File: src/rtl/uart_rcvr_if.sv
// Bus bundle between the UART receive stage and its CPU-side / line-side neighbours.
// The master drives the serial line and the read strobe; the slave (receiver) returns
// the holding register contents and status flags.
interface uart_rcvr_if #(
  parameter int unsigned DATA_BITS = 8
) ();

  logic                 sdi;
  logic                 rdrn;
  logic [DATA_BITS-1:0] dout;
  logic                 data_ready;
  logic                 parity_error;
  logic                 framing_error;
  logic                 overrun;

  modport master (
    output sdi,
    output rdrn,
    input  dout,
    input  data_ready,
    input  parity_error,
    input  framing_error,
    input  overrun
  );

  modport slave (
    input  sdi,
    input  rdrn,
    output dout,
    output data_ready,
    output parity_error,
    output framing_error,
    output overrun
  );

endinterface

File: src/rtl/uart_rcvr.sv
// UART receive stage: 16x oversampled, start / MSB-first data / optional parity / stop.
// A single holding register presents the last frame plus its status to the CPU side.
module uart_rcvr #(
  parameter int unsigned DATA_BITS  = 8,
  parameter bit          PARITY_EN  = 1'b1,
  parameter bit          PARITY_ODD = 1'b1
) (
  input logic        clk16x,
  input logic        rst,
  uart_rcvr_if.slave bus
);

  // Bit counter only has to reach DATA_BITS-1.
  localparam int unsigned BitCntW = (DATA_BITS > 1) ? $clog2(DATA_BITS) : 1;
  localparam logic [BitCntW-1:0] LastBit = BitCntW'(DATA_BITS - 1);

  typedef enum logic [2:0] {
    StIdle,
    StStart,
    StData,
    StParity,
    StStop,
    StBreak
  } state_e;

  state_e               state_q;
  logic [3:0]           tick_q;
  logic [BitCntW-1:0]   bit_cnt_q;
  logic [DATA_BITS-1:0] shreg_q;
  logic                 perr_q;

  logic                 sdi_meta_q;
  logic                 sdi_s;
  logic                 rdrn_meta_q;
  logic                 rdrn_s;
  logic                 rdrn_prev_q;

  logic                 rd_edge;
  logic                 load;

  logic [DATA_BITS-1:0] dout_q;
  logic                 data_ready_q;
  logic                 parity_error_q;
  logic                 framing_error_q;
  logic                 overrun_q;

  // Two-flop synchronisers for the asynchronous line and read strobe, plus an edge flop on rdrn.
  always_ff @(posedge clk16x) begin
    if (rst) begin
      sdi_meta_q  <= 1'b1;
      sdi_s       <= 1'b1;
      rdrn_meta_q <= 1'b1;
      rdrn_s      <= 1'b1;
      rdrn_prev_q <= 1'b1;
    end else begin
      sdi_meta_q  <= bus.sdi;
      sdi_s       <= sdi_meta_q;
      rdrn_meta_q <= bus.rdrn;
      rdrn_s      <= rdrn_meta_q;
      rdrn_prev_q <= rdrn_s;
    end
  end

  assign rd_edge = rdrn_prev_q & ~rdrn_s;

  // The stop bit is sampled mid-bit; that same cycle transfers the frame into the holding register.
  assign load = (state_q == StStop) && (tick_q == 4'd15);

  // Frame FSM: tick counter free-runs outside idle; every bit is sampled at its centre.
  always_ff @(posedge clk16x) begin
    if (rst) begin
      state_q   <= StIdle;
      tick_q    <= 4'd0;
      bit_cnt_q <= '0;
      shreg_q   <= '0;
      perr_q    <= 1'b0;
    end else begin
      if (state_q != StIdle) begin
        tick_q <= tick_q + 4'd1;
      end
      unique case (state_q)
        StIdle: begin
          if (!sdi_s) begin
            state_q <= StStart;
            tick_q  <= 4'd0;
          end
        end
        StStart: begin
          // Re-check the line half a bit later so short glitches are dropped silently.
          if (tick_q == 4'd7) begin
            if (!sdi_s) begin
              state_q   <= StData;
              tick_q    <= 4'd0;
              bit_cnt_q <= '0;
              perr_q    <= 1'b0;
            end else begin
              state_q <= StIdle;
            end
          end
        end
        StData: begin
          if (tick_q == 4'd15) begin
            shreg_q <= DATA_BITS'({shreg_q, sdi_s});
            if (bit_cnt_q == LastBit) begin
              bit_cnt_q <= '0;
              state_q   <= PARITY_EN ? StParity : StStop;
            end else begin
              bit_cnt_q <= bit_cnt_q + 1'b1;
            end
          end
        end
        StParity: begin
          if (tick_q == 4'd15) begin
            perr_q  <= ((^shreg_q) ^ sdi_s) != PARITY_ODD;
            state_q <= StStop;
          end
        end
        StStop: begin
          // Leaving mid-stop-bit leaves room to catch a back-to-back start edge.
          if (tick_q == 4'd15) begin
            state_q <= sdi_s ? StIdle : StBreak;
          end
        end
        StBreak: begin
          // A held-low line reports one framing error, then waits for the line to recover.
          if (sdi_s) begin
            state_q <= StIdle;
          end
        end
        default: begin
          state_q <= StIdle;
        end
      endcase
    end
  end

  // Holding register: a new frame has priority over a CPU read landing on the same cycle.
  always_ff @(posedge clk16x) begin
    if (rst) begin
      dout_q          <= '0;
      data_ready_q    <= 1'b0;
      parity_error_q  <= 1'b0;
      framing_error_q <= 1'b0;
      overrun_q       <= 1'b0;
    end else if (load) begin
      dout_q          <= shreg_q;
      data_ready_q    <= 1'b1;
      parity_error_q  <= PARITY_EN ? perr_q : 1'b0;
      framing_error_q <= ~sdi_s;
      if (data_ready_q && !rd_edge) begin
        overrun_q <= 1'b1;
      end
    end else if (rd_edge && data_ready_q) begin
      data_ready_q <= 1'b0;
      overrun_q    <= 1'b0;
    end
  end

  assign bus.dout          = dout_q;
  assign bus.data_ready    = data_ready_q;
  assign bus.parity_error  = parity_error_q;
  assign bus.framing_error = framing_error_q;
  assign bus.overrun       = overrun_q;

endmodule

File: src/flat_wrapper.sv
// flat-port wrapper written by rule: the top's interface ports become plain ports
module uart_rcvr_flat 
#(
  parameter int unsigned DATA_BITS  = 8,
  parameter bit          PARITY_EN  = 1'b1,
  parameter bit          PARITY_ODD = 1'b1
)
  (clk16x, rst, bus_sdi, bus_rdrn, bus_dout, bus_data_ready, bus_parity_error, bus_framing_error, bus_overrun);
  uart_rcvr_if #(.DATA_BITS(DATA_BITS)) bus_i ();
  input logic clk16x;
  input logic rst;
  input wire logic [$bits(bus_i.sdi)-1:0] bus_sdi;
  input wire logic [$bits(bus_i.rdrn)-1:0] bus_rdrn;
  output wire logic [$bits(bus_i.dout)-1:0] bus_dout;
  output wire logic [$bits(bus_i.data_ready)-1:0] bus_data_ready;
  output wire logic [$bits(bus_i.parity_error)-1:0] bus_parity_error;
  output wire logic [$bits(bus_i.framing_error)-1:0] bus_framing_error;
  output wire logic [$bits(bus_i.overrun)-1:0] bus_overrun;
  assign bus_i.sdi = bus_sdi;
  assign bus_i.rdrn = bus_rdrn;
  assign bus_dout = bus_i.dout;
  assign bus_data_ready = bus_i.data_ready;
  assign bus_parity_error = bus_i.parity_error;
  assign bus_framing_error = bus_i.framing_error;
  assign bus_overrun = bus_i.overrun;
  uart_rcvr #(.DATA_BITS(DATA_BITS), .PARITY_EN(PARITY_EN), .PARITY_ODD(PARITY_ODD)) u_core (.clk16x(clk16x), .rst(rst), .bus(bus_i));
endmodule
File: config.mk
export PLATFORM = sky130hd
export DESIGN_NAME = uart_rcvr_flat
export DESIGN_NICKNAME = d
export VERILOG_FILES = /design/src/rtl/uart_rcvr_if.sv /design/src/rtl/uart_rcvr.sv /design/src/flat_wrapper.sv
export SDC_FILE = /design/constraint.sdc
export NUM_CORES = 1
export LEC_CHECK = 0
export CELL_PAD_IN_SITES_DETAIL_PLACEMENT = 0
export CELL_PAD_IN_SITES_GLOBAL_PLACEMENT = 2
export CORE_MARGIN = 2
export CORE_UTILIZATION = 31
export DETAILED_ROUTE_END_ITERATION = 7
export PLACE_DENSITY = 0.79
export SLEW_MARGIN = 10
export SYNTH_ARGS = -nofsm -noshare
export SYNTH_HDL_FRONTEND = slang
export SYNTH_SLANG_ARGS = --single-unit
File: constraint.sdc
create_clock -name clk16x -period 1.5 [get_ports clk16x]
set_input_delay 0.3 -clock clk16x [delete_from_list [all_inputs] [get_ports clk16x]]
set_output_delay 0.3 -clock clk16x [all_outputs]
set_load 0.005 [all_outputs]
## Word level (Yosys, flattened, before mapping)

Index checks and enable logic that the tools add are counted.

- Bits in registers: 36
- Input bits: 4
- Output and inout port bits: 12
- Word-level logic and storage cells: 81

- $add $sub $neg: 2
- Equality and inequality tests: 17
- Multiplexer cells: 27
- Bitwise operators: 5
- Reduce and logical (&&, ||, !) cells: 15

Operators with widths:

| kind | count |
|---|---|
| 3-bit two-way mux | 12 |
| 3-bit case mux with 6 select lines | 1 |
| 4-bit two-way mux | 3 |
| 2-bit by 1-bit inequality test with 1-bit output (second input constant) | 5 |
| 3-bit == test (second input constant) | 3 |
| 2-bit inequality test (second input constant) | 4 |
| 4-bit case mux with 2 select lines | 1 |
| 4-bit AND reduction | 2 |
| 8-bit XOR reduction | 1 |
| 1-bit two-way mux | 7 |
| 7-bit AND reduction | 1 |
| 3-bit by 2-bit == test with 1-bit output (second input constant) | 2 |
| 3-bit case mux with 2 select lines | 1 |
| 2-bit nonzero test | 3 |
| 4-bit by 1-bit adder with 4-bit output (second input constant) | 1 |
| 4-bit by 3-bit == test with 1-bit output (second input constant) | 1 |
| 4-bit == test (second input constant) | 1 |
| 2-bit AND reduction | 2 |
| 3-bit by 1-bit adder with 3-bit output (second input constant) | 1 |
| 3-bit by 1-bit == test with 1-bit output (second input constant) | 1 |
| 1-bit logical AND | 3 |
| 3-bit zero test | 1 |
| 1-bit NOT | 3 |
| 3-bit nonzero test | 1 |
| other kinds (5) | 5 |

## Depth between registers and ports, before layout

Gate-level depths: netlist of the first run.

- Depth in word-level cells: 6
- Gate-level depth with buffers: 7
- Mapped depth without buffers: 5

## Worst setup path before layout of the first run

Ideal clock, no wire load.

- Kind: reg2reg
- Start point: register u_core.tick_q[0]
- End point: register u_core.dout_q[0], in the netlist u_core.bus.dout[0]
- Library setup time: 0.128 ns
- Arrival: 1.483 ns
- Data required time: 1.372 ns
- Setup slack: -0.111 ns
- Stages on the path, launching flop included: 8
- Path buffers: 2
- Clock period less this slack: 1.611 ns
- Path through: dfxtp_1 > ha_1 > and3_1 > clkbuf_1 > nand3_1 > buf_2 > mux2i_1 > nor2_1

- Longest elaborated chain between the ends: 2

RTL lines:

| what | line | text |
|---|---|---|
| start, declared | uart_rcvr.sv:27 | `logic [3:0] tick_q;` |
| start signal, assigned | uart_rcvr.sv:79 | `tick_q <= tick_q + 4'd1;` |
| 4-bit == test | uart_rcvr.sv:67 | `assign load = (state_q == StStop) && (tick_q == 4'd15);` |
| 1-bit logical AND | uart_rcvr.sv:67 |  |
| end signal, assigned | uart_rcvr.sv:146 | `dout_q <= shreg_q;` |
| end, declared | uart_rcvr.sv:41 | `logic [DATA_BITS-1:0] dout_q;` |

Every way passes these cells.
A chain may end at the register's enable or synchronous reset.

## Worst setup path after layout of the first run

- Start point: register u_core.state_q[1]
- End point: register u_core.bit_cnt_q[1]

- Longest elaborated chain between the ends: 3
- Elaborated cells on any way between the ends: 8
- Classes of those cells: 5 x eq/ne; 1 x mux; 2 x reduce/logical

RTL lines:

| what | line | text |
|---|---|---|
| start, declared | uart_rcvr.sv:26 | `state_e state_q;` |
| start signal, assigned | uart_rcvr.sv:72 | `state_q <= StIdle;` |
| start signal, assigned | uart_rcvr.sv:84 | `state_q <= StStart;` |
| start signal, assigned | uart_rcvr.sv:92 | `state_q <= StData;` |
| 3-bit by 2-bit == test with 1-bit output or 3-bit by 1-bit == test with 1-bit output (tied branches) | uart_rcvr.sv:81 | `unique case (state_q)` |
| 2-bit by 1-bit inequality test with 1-bit output (no source line), or another cell as far along | - |  |
| 4-bit AND reduction (no source line) | - |  |
| end signal, assigned | uart_rcvr.sv:108 | `bit_cnt_q <= bit_cnt_q + 1'b1;` |
| end, declared | uart_rcvr.sv:28 | `logic [BitCntW-1:0] bit_cnt_q;` |

Several ways; a longest one is shown, not always the timed one.

==> flow_summary.toml, run 1 <==
[synth]
synth_sequential_area_ratio = 0.465
gate_count_of_the_mapped_netlist = 170
unique_masters_post_synth = 38
synth-compound-area-share = 0.135
post_synth_and_or_nand_nor_area_fraction = 0.202
synth-adder-area-share = 0.0242
muxShareOfSynthArea = 0.0646
synth-edff-count = 0
post_synth_xor_area_fraction = 0.0654
synth_top_family_by_area = "simple AND/OR/NAND/NOR gates"
synth_area_um2 = 1550
synth-main-ff-cell = "sky130_fd_sc_hd__dfxtp_1"
syn-num-nets = 177
synth-warning-count = 0
synth.avg_cell_area_um2 = 9.12
ys_async_sr_fraction = 0
ys_seq_elements = 36

[global_route]
globalRoute.totalOverflow = 0
grt_pass1_vias = 1237
grt_max_degree = 22
grt_first_pass_wirelength_um = 5600
grt_use_total = 0.132
antenna_violations_before_repair = 0

[critical_path]
worst_path_largest_cell_delay_ns = 0.54
worstPathMaxFanout = 6
path_buf_inv = 0
crit_path_end_kind = "flip-flop"
timing.critical_path.arrival_ns = 1.65
path_cells = "or4b_4 -> a211oi_4 -> nand2b_1 -> a21oi_1"
cp_top_family = "simple AND/OR/NAND/NOR gates"
worst_path_max_delay_cell = "sky130_fd_sc_hd__or4b_4"
timing.setup.critical_path_class = "reg -> reg"
worst_ep_required_time_ns = 1.68
setup.worst_path.start_class = "flip-flop"

[clocking]
cts_hold_repair.buffers = 0
clockBufferDepth = 2
cts_buffers = 5
h-tree-depth = 2
clk_pin_slew_worst_paths_ns = 0.07
insertion_delay_ns = 0.29
postCtsSetupRepairBufs = 0
tritoncts_num_sinks = 36
root_buffer = "sky130_fd_sc_hd__clkbuf_8"
tritoncts_clock_tree = "yes"

[timing]
timing.final.max_slew_violations = 0
worst_margin_pin_slew_ns = 0.400
totalNegativeSetupSlack_ns = 0
final_min_period_over_clock_period = 0.981
slew_headroom = 0.726
grt_setup_unrepaired = "true"
timing.final.crit_period_ns = 1.47
max_freq_mhz = 680
holdWs_ns = 0.413
fin_worst_skew_ns = 0.00875
finalHoldViolations = 0
setup_viol = 0

[floorplan]
core_rows = 25
die_h_um = 74.7
design.portCount = 16
width_of_the_die_um = 74.7
die_footprint_um2 = 5580
start_util = 0.324
core_region_area_um2 = 4790

[routing]
route.detailed.vias_per_inst = 4.77
antenna_nets_post_route = 0
totalWireLength_um = 3320
detail_route.drc_violations = 0
drt-wirelength-per-cell_um = 12.6
via_count = 1259
drt_first_iter_violations = 43
drt_pre_antenna_iters = 4

[placed_design]
buffer_ports.inserted = 15
globalplace.congestion = 0.787
detailedPlacementHpwl_um = 2420

[power]
p_per_area_nw_per_um2 = 971
ir_worst_vdd_mv = 0.368
total_leakage_power_nw = 0.843

[job]
cap_viol_max_count = 0

[cells_and_area]
final_layout_size_suffix_gt1_frac = 0.239
final_common_cell = "sky130_fd_sc_hd__dfxtp_1"
final_cell_mix = "sky130_fd_sc_hd__dfxtp_1 (29), sky130_fd_sc_hd__a21oi_1 (18), sky130_fd_sc_hd__nor2_1 (17)"
finish.net_count = 203
areaGrowthSynthToFinish_pct = 31.4
antenna_cells = 0

[worst_hold_path]
min_path_type = "reg -> reg"

[status]
status = "finished, final reports clean"
-- per-layer routing --
metal  routed length (µm)  part of all wire  GRT usage
met5                    0                 0          0
met3                  159             0.048     0.0388
met4                   61             0.018     0.0595
met2                 1470              0.44      0.201
met1                 1630              0.49      0.175
-- logic make-up after synthesis --
kind of cell / after synthesis
AOI/OAI and AO/OA: 32
xor gates and xnor gates: 10
adders and majority gates: 3
buffers and inverters: 15
DFF: 36
muxes: 10
and+or+nand+nor: 64
-- worst register-to-register path, stage by stage (launching register included) --
cell,delay [ns]
sky130_fd_sc_hd__dfxtp_2,0.32
sky130_fd_sc_hd__or4b_4,0.54
sky130_fd_sc_hd__a211oi_4,0.29
sky130_fd_sc_hd__nand2b_1,0.15
sky130_fd_sc_hd__a21oi_1,0.06
-- power by group --
| part | total [mW] | switching [mW] | internal [mW] |
|---|---|---|---|
| registers | 0.971 | 0.00533 | 0.966 |
| logic | 0.0761 | 0.0378 | 0.0383 |
| clock network | 0.930 | 0.344 | 0.586 |
| total | 1.98 | 0.387 | 1.59 |
-- Yosys cell counts (all sizes together) (2+ instances only) --
cell	number	area (µm²)
buf	5	31.3
o21ai	2	10.0
a21oi	18	90.1
clkbuf	8	30.0
nand2	13	48.8
a211oi	2	20.0
mux2i	10	100
inv	2	7.51
ha	3	37.5
nand2b	3	18.8
xnor2	6	52.6
or2	6	37.5
xor2	3	26.3
nor2	17	63.8
dfxtp	36	721
nand3	14	70.1
nor3	3	15.0
-- sequential cells by signal, indices dropped and copies added (netlist names), 3 cells and up --
register,count
u_core.state_q,3
u_core.tick_q,4
u_core.shreg_q,8
u_core.bit_cnt_q,3
u_core.bus.dout,8
-- final cells by class --
class	instances	area, µm²
Tap cell	67	83.8
Inverter	2	7.51
Clock buffer	7	96.3
Clock inverter	1	30.0
Multi-Input combinational cell	119	802
Fill cell	478	2750
Sequential cell	36	729
Timing Repair Buffer	32	288
-- through the flow --
step	util	std cells	worst slack, ns	total power [mW]	cell area, µm²
floorplan	-	170	-0.0396	1.04	1560
global placement	0.388	256	0.0162	1.07	1860
detailed placement	0.388	256	-0.0473	1.07	1860
CTS	0.418	264	-0.0176	2.00	2000
global route	0.426	264	-0.0976	2.05	2040
finish	0.426	264	0.0287	1.98	2040
-- worst paths after layout --
check,startpoint,to,slack (ns),cells after the start
max reg2reg,u_core.state_q[1],u_core.bit_cnt_q[1],0.03,4
min,u_core.rdrn_meta_q,u_core.rdrn_s,0.41,1
max,u_core.state_q[1],u_core.bit_cnt_q[1],0.03,4
min reg2reg,u_core.rdrn_meta_q,u_core.rdrn_s,0.41,1
-- repair_timing --
action,CTS,global route
gates resized for setup,5,12
pin swaps,8,6
setup endpoints to repair,4,32
(Power assumes the default switching activity.)
==> run 2: changes to the inputs <==
TNS_END_PERCENT = 10   (was not set)
==> run 2 against run 1 <==
- the run now ends with negative setup slack left
- routed wire length grew 3.0%
- worst setup slack worse by 0.081 ns
- utilization up 0.31 points
- sequential share of layout area is 0.26 points lower
- clock power shrank 9.9%
==> flow_summary.toml, run 2 (synthesis results as in run 1) <==
[status]
status = "finished with violations"
violations = "negative setup slack"

[critical_path]
timing.setup.critical_path_class = "reg -> reg"
timing.critical_path.arrival_ns = 1.74
worstReg2RegStart = "u_core.tick_q[3]"
crit_path_end_kind = "flip-flop"
worst_ep_required_time_ns = 1.68
crit_start = "u_core.tick_q[3]"
worstPathMaxFanout = 6
setup.worst_path.start_class = "flip-flop"

[power]
total_leakage_power_nw = 0.827
p_per_area_nw_per_um2 = 921
ir_worst_vdd_mv = 0.392

[routing]
detail_route.drc_violations = 0
via_count = 1271
route.detailed.vias_per_inst = 4.74
drt_pre_antenna_iters = 4
antenna_nets_post_route = 0
drt_first_iter_violations = 96
drt-wirelength-per-cell_um = 12.8
totalWireLength_um = 3420

[clocking]
tritoncts_num_sinks = 36
h-tree-depth = 2
insertion_delay_ns = 0.28
cts_buffers = 5
root_buffer = "sky130_fd_sc_hd__clkbuf_8"
tritoncts_clock_tree = "yes"
clockBufferDepth = 2
clk_pin_slew_worst_paths_ns = 0.08

[cells_and_area]
final_common_cell = "sky130_fd_sc_hd__dfxtp_1"
postLayoutCellArea_um2 = 2050
antenna_cells = 0
layout.core_utilization = 0.429
footprint_of_the_multi_input_gates_um2 = 812
finish.net_count = 207
final_layout_size_suffix_gt1_frac = 0.264
final_cell_mix = "sky130_fd_sc_hd__dfxtp_1 (29), sky130_fd_sc_hd__buf_4 (21), sky130_fd_sc_hd__nor2_1 (17)"
areaGrowthSynthToFinish_pct = 32.4
seq_area_um2 = 729
fill_cells = 480

[timing]
slew_headroom = 0.780
grt_setup_unrepaired = "true"
holdWs_ns = 0.409
setup_slack_ns = -0.0522
fin_worst_skew_ns = 0.00923
totalNegativeSetupSlack_ns = -0.105
worst_margin_pin_slew_ns = 0.326
timing.final.crit_period_ns = 1.55
finalHoldViolations = 0
setup_viol = 3
timing.final.max_slew_violations = 0
max_freq_mhz = 644
final_min_period_over_clock_period = 1.03

[global_route]
globalRoute.totalOverflow = 0
grt_first_pass_wirelength_um = 5490
grt_pass1_vias = 1210
antenna_violations_before_repair = 0
grt_max_degree = 19
grt_use_total = 0.130

[placed_design]
placement.cell_area_um2 = 1880
buffer_ports.inserted = 15
detailedPlacementHpwl_um = 2330
preCtsSetupSlack_ns = -0.110
globalplace.congestion = 0.816

[floorplan]
width_of_the_die_um = 74.7
die_h_um = 74.7
design.portCount = 16
start_util = 0.324
core_region_area_um2 = 4790
die_footprint_um2 = 5580
core_rows = 25

[worst_hold_path]
min_path_type = "reg -> reg"
hold_path_startpoint = "u_core.sdi_meta_q"

[job]
cap_viol_max_count = 0
## run 2: worst paths after layout
check / slack, ns / end / depth (start not counted)
worst max-delay path: -0.05 / u_core.bit_cnt_q[1] / 4
worst min-delay path: 0.41 / u_core.sdi_s / 1
worst max register to register: -0.05 / u_core.bit_cnt_q[1] / 4
worst min register to register: 0.41 / u_core.sdi_s / 1
## run 2: stage by stage
step           total power, mW  std cells
2_1_floorplan             1.04        170
3_3_place_gp              1.07        259
3_5_place_dp              1.07        259
4_1_cts                   1.91        268
5_1_grt                   1.97        268
6_report                  1.89        268
## run 2: per-layer routing
layer / wire length [µm] / part of all wire / up-vias / global-route usage
met5: 0 / 0 / - / 0
met4: 17 / 0.0050 / 0 / 0.0417
met3: 145 / 0.042 / 2 / 0.0428
met2: 1650 / 0.48 / 23 / 0.195
li1: - / - / 644 / -
met1: 1610 / 0.47 / 602 / 0.178
## run 2: repair_timing
| item | in CTS | in global routing |
|---|---|---|
| resized for setup | 9 | 8 |
| gates cloned | 0 | 0 |
| pin swaps | 5 | 2 |
| endpoints found under the setup margin | 20 | 21 |
| buffers inserted | 1 | 0 |
| hold buffers | 0 | 0 |
## run 2: report_power, final
part	switching (mW)	internal [mW]	total, mW
sequential	0.00641	0.966	0.972
clock	0.346	0.492	0.838
combinational	0.0379	0.0416	0.0795
total	0.390	1.50	1.89
## run 2: layout make-up
type,instances,area share
multi-input combinational,119,0.396
sequential,36,0.355
timing repair buffer,36,0.150
tap,67,0.0409
clock buffer,5,0.0335
clock inverter,3,0.0207
inverter,2,0.00366
## run 2: critical path: stages (launching register included)
cell and delay [ns]:
sky130_fd_sc_hd__dfxtp_2 0.33, sky130_fd_sc_hd__or4b_4 0.55, sky130_fd_sc_hd__a211oi_4 0.32, sky130_fd_sc_hd__nand2b_4 0.20, sky130_fd_sc_hd__a21oi_2 0.05
